[config.mk]
export PLATFORM = sky130hd
export DESIGN_NAME = seq_stage_controller_flat
export DESIGN_NICKNAME = d
export VERILOG_FILES = /design/src/rtl/seq_stage_controller_pkg.sv /design/src/rtl/seq_stage_controller_if.sv /design/src/rtl/seq_stage_controller_mem_wait_timer.sv /design/src/rtl/seq_stage_controller.sv /design/src/flat_wrapper.sv
export SDC_FILE = /design/constraint.sdc
export NUM_CORES = 1
export LEC_CHECK = 0
export CAP_MARGIN = 20
export CORE_UTILIZATION = 45
export DETAILED_ROUTE_END_ITERATION = 10
export PLACE_DENSITY = 0.87
export SYNTH_ARGS = -nofsm -noshare
export SYNTH_HDL_FRONTEND = slang
export SYNTH_SLANG_ARGS = --single-unit
[constraint.sdc]
create_clock -name clk -period 5.95 [get_ports clk]
set_clock_uncertainty 0.2 [all_clocks]
set_input_delay 1.4875 -clock clk [delete_from_list [all_inputs] [get_ports clk]]
set_output_delay 1.4875 -clock clk [all_outputs]
set_load 0.1 [all_outputs]
[src/rtl/seq_stage_controller_pkg.sv]
// Shared Y86-64 SEQ definitions: instruction codes, status codes, stage states
// and stage-enable bit positions used by the controller, fetch and PC-update logic.
package y86_seq_pkg;

    localparam logic [3:0] IHALT   = 4'h0;
    localparam logic [3:0] INOP    = 4'h1;
    localparam logic [3:0] IRRMOVQ = 4'h2;
    localparam logic [3:0] IIRMOVQ = 4'h3;
    localparam logic [3:0] IRMMOVQ = 4'h4;
    localparam logic [3:0] IMRMOVQ = 4'h5;
    localparam logic [3:0] IOPQ    = 4'h6;
    localparam logic [3:0] IJXX    = 4'h7;
    localparam logic [3:0] ICALL   = 4'h8;
    localparam logic [3:0] IRET    = 4'h9;
    localparam logic [3:0] IPUSHQ  = 4'hA;
    localparam logic [3:0] IPOPQ   = 4'hB;

    localparam logic [1:0] STAT_AOK = 2'd0;
    localparam logic [1:0] STAT_HLT = 2'd1;
    localparam logic [1:0] STAT_ADR = 2'd2;
    localparam logic [1:0] STAT_INS = 2'd3;

    localparam int SE_FET = 0;
    localparam int SE_DEC = 1;
    localparam int SE_EX  = 2;
    localparam int SE_MEM = 3;
    localparam int SE_WB  = 4;
    localparam int SE_PCU = 5;

    typedef enum logic [2:0] {
        ST_IDLE      = 3'd0,
        ST_FETCH     = 3'd1,
        ST_DECODE    = 3'd2,
        ST_EXECUTE   = 3'd3,
        ST_MEMORY    = 3'd4,
        ST_WRITEBACK = 3'd5,
        ST_PC_UPDATE = 3'd6,
        ST_HALTED    = 3'd7
    } stage_state_e;

    // Instructions that touch data memory and therefore handshake in MEMORY.
    function automatic logic is_mem_icode(input logic [3:0] ic);
        logic r;
        case (ic)
            IRMMOVQ, IMRMOVQ, ICALL, IRET, IPUSHQ, IPOPQ: r = 1'b1;
            default:                                      r = 1'b0;
        endcase
        return r;
    endfunction

    function automatic logic [5:0] stage_decode(input stage_state_e st);
        logic [5:0] se;
        se = 6'b000000;
        case (st)
            ST_FETCH:     se[SE_FET] = 1'b1;
            ST_DECODE:    se[SE_DEC] = 1'b1;
            ST_EXECUTE:   se[SE_EX]  = 1'b1;
            ST_MEMORY:    se[SE_MEM] = 1'b1;
            ST_WRITEBACK: se[SE_WB]  = 1'b1;
            ST_PC_UPDATE: se[SE_PCU] = 1'b1;
            default:      se = 6'b000000;
        endcase
        return se;
    endfunction

endpackage

[src/rtl/seq_stage_controller_if.sv]
// Handshake/status bundle between the SEQ datapath (master) and the stage controller (slave).
interface seq_stage_controller_if;
    logic        start;
    logic [3:0]  icode;
    logic        instr_invalid;
    logic        imem_error;
    logic        mem_ready;
    logic        dmem_error;
    logic [63:0] next_pc;
    logic [63:0] pc;
    logic [5:0]  stage_en;
    logic [1:0]  status;
    logic        halted;
    logic [63:0] retired_count;

    modport master (
        output start, icode, instr_invalid, imem_error, mem_ready, dmem_error, next_pc,
        input  pc, stage_en, status, halted, retired_count
    );

    modport slave (
        input  start, icode, instr_invalid, imem_error, mem_ready, dmem_error, next_pc,
        output pc, stage_en, status, halted, retired_count
    );
endinterface

[src/rtl/seq_stage_controller_mem_wait_timer.sv]
// Counts cycles spent waiting for mem_ready in MEMORY and flags the cycle in
// which the wait budget runs out.
module seq_mem_wait_timer #(
    parameter int unsigned MEM_TIMEOUT = 16
) (
    input  logic clk,
    input  logic reset_n,
    input  logic wait_i,
    input  logic clear_i,
    output logic timeout_o
);
    localparam int unsigned CW = (MEM_TIMEOUT > 1) ? $clog2(MEM_TIMEOUT) : 1;
    localparam logic [CW-1:0] LAST = CW'(MEM_TIMEOUT - 1);

    logic [CW-1:0] count_q;
    logic [CW-1:0] count_d;

    // Timeout fires on the waiting cycle that would bring the count to MEM_TIMEOUT.
    assign timeout_o = wait_i && (count_q == LAST);

    // Next count: clear wins over increment.
    always_comb begin
        count_d = count_q;
        if (clear_i) begin
            count_d = '0;
        end else if (wait_i) begin
            count_d = count_q + CW'(1);
        end else begin
            count_d = count_q;
        end
    end

    // Counter register.
    always_ff @(posedge clk) begin
        if (!reset_n) begin
            count_q <= '0;
        end else begin
            count_q <= count_d;
        end
    end
endmodule

[src/rtl/seq_stage_controller.sv]
// SEQ Y86-64 stage sequencer: one-hot stage enables, architectural PC,
// processor status and retired-instruction counter.
module seq_stage_controller
    import y86_seq_pkg::*;
#(
    parameter logic [63:0] RESET_PC    = 64'h0,
    parameter int unsigned MEM_TIMEOUT = 16
) (
    input  logic                   clk,
    input  logic                   reset_n,
    seq_stage_controller_if.slave  bus
);
    stage_state_e state_q, state_d;
    logic [3:0]   icode_q, icode_d;
    logic [63:0]  pc_q, pc_d;
    logic [1:0]   status_q, status_d;
    logic [63:0]  retired_q, retired_d;
    logic [5:0]   stage_en_q;
    logic         halted_q;

    logic mem_op;
    logic mem_wait;
    logic mem_clear;
    logic mem_timeout;

    assign mem_op    = is_mem_icode(icode_q);
    assign mem_wait  = (state_q == ST_MEMORY) && mem_op && !bus.mem_ready;
    assign mem_clear = (state_q == ST_MEMORY) && (state_d != ST_MEMORY);

    seq_mem_wait_timer #(.MEM_TIMEOUT(MEM_TIMEOUT)) u_mem_wait_timer (
        .clk       (clk),
        .reset_n   (reset_n),
        .wait_i    (mem_wait),
        .clear_i   (mem_clear),
        .timeout_o (mem_timeout)
    );

    // Next-state and architectural-state updates for the stage sequencer.
    always_comb begin
        state_d   = state_q;
        icode_d   = icode_q;
        pc_d      = pc_q;
        status_d  = status_q;
        retired_d = retired_q;
        case (state_q)
            ST_IDLE: begin
                if (bus.start) begin
                    state_d = ST_FETCH;
                end else begin
                    state_d = ST_IDLE;
                end
            end
            ST_FETCH: begin
                icode_d = bus.icode;
                // Address fault outranks an illegal instruction.
                if (bus.imem_error) begin
                    status_d = STAT_ADR;
                    state_d  = ST_HALTED;
                end else if (bus.instr_invalid) begin
                    status_d = STAT_INS;
                    state_d  = ST_HALTED;
                end else begin
                    state_d = ST_DECODE;
                end
            end
            ST_DECODE:  state_d = ST_EXECUTE;
            ST_EXECUTE: state_d = ST_MEMORY;
            ST_MEMORY: begin
                if (!mem_op) begin
                    state_d = ST_WRITEBACK;
                end else if (bus.mem_ready) begin
                    if (bus.dmem_error) begin
                        status_d = STAT_ADR;
                        state_d  = ST_HALTED;
                    end else begin
                        state_d = ST_WRITEBACK;
                    end
                end else if (mem_timeout) begin
                    status_d = STAT_ADR;
                    state_d  = ST_HALTED;
                end else begin
                    state_d = ST_MEMORY;
                end
            end
            ST_WRITEBACK: state_d = ST_PC_UPDATE;
            ST_PC_UPDATE: begin
                retired_d = retired_q + 64'd1;
                if (icode_q == IHALT) begin
                    status_d = STAT_HLT;
                    state_d  = ST_HALTED;
                end else begin
                    pc_d    = bus.next_pc;
                    state_d = ST_FETCH;
                end
            end
            ST_HALTED: state_d = ST_HALTED;
            default:   state_d = ST_IDLE;
        endcase
    end

    // State, architectural registers and registered outputs.
    always_ff @(posedge clk) begin
        if (!reset_n) begin
            state_q    <= ST_IDLE;
            icode_q    <= 4'h0;
            pc_q       <= RESET_PC;
            status_q   <= STAT_AOK;
            retired_q  <= 64'd0;
            stage_en_q <= 6'b000000;
            halted_q   <= 1'b0;
        end else begin
            state_q    <= state_d;
            icode_q    <= icode_d;
            pc_q       <= pc_d;
            status_q   <= status_d;
            retired_q  <= retired_d;
            stage_en_q <= stage_decode(state_d);
            halted_q   <= (state_d == ST_HALTED);
        end
    end

    assign bus.pc            = pc_q;
    assign bus.stage_en      = stage_en_q;
    assign bus.status        = status_q;
    assign bus.halted        = halted_q;
    assign bus.retired_count = retired_q;
endmodule

[src/flat_wrapper.sv]
// flat-port wrapper written by rule: the top's interface ports become plain ports
module seq_stage_controller_flat import y86_seq_pkg::*;
#(
    parameter logic [63:0] RESET_PC    = 64'h0,
    parameter int unsigned MEM_TIMEOUT = 16
)
  (clk, reset_n, bus_start, bus_icode, bus_instr_invalid, bus_imem_error, bus_mem_ready, bus_dmem_error, bus_next_pc, bus_pc, bus_stage_en, bus_status, bus_halted, bus_retired_count);
  seq_stage_controller_if bus_i ();
  input  logic clk;
  input  logic reset_n;
  input wire logic [$bits(bus_i.start)-1:0] bus_start;
  input wire logic [$bits(bus_i.icode)-1:0] bus_icode;
  input wire logic [$bits(bus_i.instr_invalid)-1:0] bus_instr_invalid;
  input wire logic [$bits(bus_i.imem_error)-1:0] bus_imem_error;
  input wire logic [$bits(bus_i.mem_ready)-1:0] bus_mem_ready;
  input wire logic [$bits(bus_i.dmem_error)-1:0] bus_dmem_error;
  input wire logic [$bits(bus_i.next_pc)-1:0] bus_next_pc;
  output wire logic [$bits(bus_i.pc)-1:0] bus_pc;
  output wire logic [$bits(bus_i.stage_en)-1:0] bus_stage_en;
  output wire logic [$bits(bus_i.status)-1:0] bus_status;
  output wire logic [$bits(bus_i.halted)-1:0] bus_halted;
  output wire logic [$bits(bus_i.retired_count)-1:0] bus_retired_count;
  assign bus_i.start = bus_start;
  assign bus_i.icode = bus_icode;
  assign bus_i.instr_invalid = bus_instr_invalid;
  assign bus_i.imem_error = bus_imem_error;
  assign bus_i.mem_ready = bus_mem_ready;
  assign bus_i.dmem_error = bus_dmem_error;
  assign bus_i.next_pc = bus_next_pc;
  assign bus_pc = bus_i.pc;
  assign bus_stage_en = bus_i.stage_en;
  assign bus_status = bus_i.status;
  assign bus_halted = bus_i.halted;
  assign bus_retired_count = bus_i.retired_count;
  seq_stage_controller #(.RESET_PC(RESET_PC), .MEM_TIMEOUT(MEM_TIMEOUT)) u_core (.clk(clk), .reset_n(reset_n), .bus(bus_i));
endmodule
==> results.json <==
{
  "vdd_ir_drop_max_mv": 0.219,
  "coreArea_sq_um": 13300,
  "rsz0062_at_grt": "no",
  "place_ws_ns": 2.38,
  "async_flop_share_pct": 0,
  "fmax_ghz": 0.264,
  "p_leak_nw": 3.01,
  "netlist_area_sq_um": 6150,
  "wl_per_cell_um": 14.8,
  "fin_crit_ns": 3.79,
  "drt-total-wl_um": 16600,
  "postCtsHoldBufs": 0,
  "yosys-top-cells-count": "169 x nand2_1, 148 x dfxtp_1, 100 x a21oi_1",
  "place_inst": 1091,
  "grtUsageMet3_pct": 7.14,
  "power_mw": 2.30,
  "portBuffers": 211,
  "status": "finished clean",
  "cp_data_required_time_ns": 4.26,
  "fin_crit_sh_pct": 63.8,
  "grt_max_degree": 65,
  "dp_hpwl_um": 11400,
  "nets": 1011,
  "setup_tns_ns": 0,
  "die_h_um": 119,
  "max-cap-violations": 0,
  "via_per_inst": 5.34,
  "synth_top_area_share_pct": 48.2,
  "critical-path-slowest-cell": "clkdlybuf4s50_1",
  "syn_to_final_growth_pct": 45.3,
  "synth-seq-cells": 148,
  "cts_tree": "done",
  "grt_pass1_vias": 5425,
  "drc_errors": 0,
  "antenna_found_initial": 0,
  "post_cts_buffers": 0,
  "h-tree-depth": 4,
  "crit_path_end_kind": "output port",
  "post-synth-top-count-cell": "nand2_1",
  "dieArea_sq_um": 14100,
  "drt-initial-drc-count": 449,
  "crit_buf_inv": 1,
  "syn_nets": 815,
  "fp.dieW_um": 119,
  "antennaDiodeCount": 0,
  "grt_use_met1_pct": 27.9,
  "criticalPathCategory": "reg2out",
  "post_cts_resized": 0,
  "grt_util_met2_pct": 38.1,
  "fillers": 1062,
  "yosysUniqueCellTypes": 51,
  "grt_pass1_wl_um": 26200,
  "hold_violations": 0,
  "cts_buffers": 17,
  "final_max_slew_viol_count": 0,
  "worst-path-max-fanout": 7,
  "critPathTopFamily": "buffers and inverters",
  "worstMarginPinSlew_ns": 1.03,
  "fin_cells": 1122,
  "crit_chain": "clkdlybuf4s50_1",
  "slew_headroom_pct": 31.2,
  "start_kind": "flip-flop",
  "placementRows": 42,
  "synthCells": 738,
  "worst_slack_ns": 2.16,
  "pin_count": 212,
  "synthTopCellsByArea": "dfxtp_1 48%, nand2_1 10%, a21oi_1 8.1%, xor2_1 4.0%, nor2_1 3.1%",
  "grt.busiest_layer": "met2",
  "yosysSeqAreaShare_pct": 48.2,
  "clock_latency_ns": 0.41,
  "overflow": 0,
  "yosys_warnings": 0,
  "ant_nets": 0,
  "max_stage_delay_ns": 1.21,
  "initial_core_util_pct": 46.2,
  "clock_path_buffers": 2,
  "yosys_most_used_dff": "dfxtp_1",
  "vias": 5989,
  "dr.pass1.iters": 7,
  "synth_edf_count": 0,
  "synth.largest_area_cell": "dfxtp_1",
  "powerDensity_nw_per_um2": 257,
  "root_buffer": "clkbuf_16",
  "clk_pin_slew_ns": 0.06,
  "hold_class": "reg2reg",
  "clkSinkCount": 148,
  "setup_viol": 0,
  "grt_use_total_pct": 23.1,
  "gp_congestion": 0.882,
  "cp.arrival_ns": 2.11,
  "drive_gt1_share_pct": 6.45,
  "syn_avg_cell_area_sq_um": 8.33
}
## path summary, 6_finish.rpt
kind | from | end | slack (ns) | depth (start not counted)
worst max-delay path | u_core.bus.retired_count[38]$_SDFFE_PN0P_ | bus_retired_count[38] | 2.16 | 1
worst min-delay path | u_core.bus.pc[12]$_SDFFE_PN0P_ | u_core.bus.pc[12]$_SDFFE_PN0P_ | 0.25 | 2
worst max register to register | u_core.state_q[2]$_SDFF_PN0_ | u_core.bus.retired_count[42]$_SDFFE_PN0P_ | 2.81 | 6
worst min register to register | u_core.bus.pc[12]$_SDFFE_PN0P_ | u_core.bus.pc[12]$_SDFFE_PN0P_ | 0.25 | 2
## stage by stage
| stage | area (sq um) | utilization (%) | hold WS, ns |
|---|---|---|---|
| 6_report | 8940 | 67.2 | 0.251 |
| 3_5_place_dp | 8360 | 62.9 | 0.246 |
| 2_1_floorplan | 6150 | - | 0.250 |
| 5_1_grt | 8940 | 67.2 | 0.274 |
| 4_1_cts | 8940 | 67.2 | 0.253 |
| 3_3_place_gp | 8360 | 62.9 | 0.241 |
## cell usage in the layout (no fill, tap or decap), types with 15 or more instances in the layout
master / instances
or4_1: 15
o21ai_0: 20
nand3_1: 26
or3_1: 15
clkdlybuf4s50_1: 211
nor2_1: 49
clkbuf_16: 17
o31ai_1: 15
dfxtp_1: 148
nand2_1: 169
xor2_1: 28
nand4_1: 20
a21oi_1: 100
## worst min-delay path: stages, from the launching register on
cell     delay [ns]
dfxtp_1        0.30
nand2_1        0.05
a21oi_1        0.05
## area by class of cell
cell class                 instances  area, sq um  share of cell area, %
clock inverter                     9         77.6                  0.868
inverter                           9         36.3                  0.406
multi-input combinational        542         3000                   33.5
sequential                       148         2960                   33.2
timing repair buffer             216         2150                   24.1
tap                              176          220                   2.46
clock buffer                      22          494                   5.53
## state kept, by name, summed over array words and instances, names as in the netlist
register / count
u_core.bus.halted: 1
u_core.bus.pc: 64
u_core.bus.retired_count: 64
u_core.bus.stage_en: 6
u_core.bus.status: 2
u_core.icode_q: 4
u_core.state_q: 3
u_core.u_mem_wait_timer.count_q: 4
## cell families after synthesis
family	after synthesis	synth area share, %
AND/OR/NAND/NOR	353	29.2
AO/OA/AOI/OAI	150	13.6
flip-flops	148	48.2
buffers and inverters	48	3.32
XOR/XNOR	34	4.84
multiplexers	3	0.488
adder cells (fa/ha/maj)	2	0.407
## power breakdown
part / internal, mW / switching, mW / leakage (nW)
clock: 0.624 / 0.402 / 0.280
combinational: 0.0878 / 0.159 / 1.54
sequential: 1.01 / 0.0188 / 1.19
total: 1.72 / 0.579 / 3.01
## routing by layer
layer | part of all wire, % | vias to the layer above | wire, um
li1 | - | 2960 | -
met1 | 43 | 2818 | 7080
met2 | 49 | 176 | 8200
met3 | 5.5 | 35 | 921
met4 | 2.6 | 0 | 438
met5 | 0 | - | 0
No activity file was read; power rests on OpenSTA's default activity.
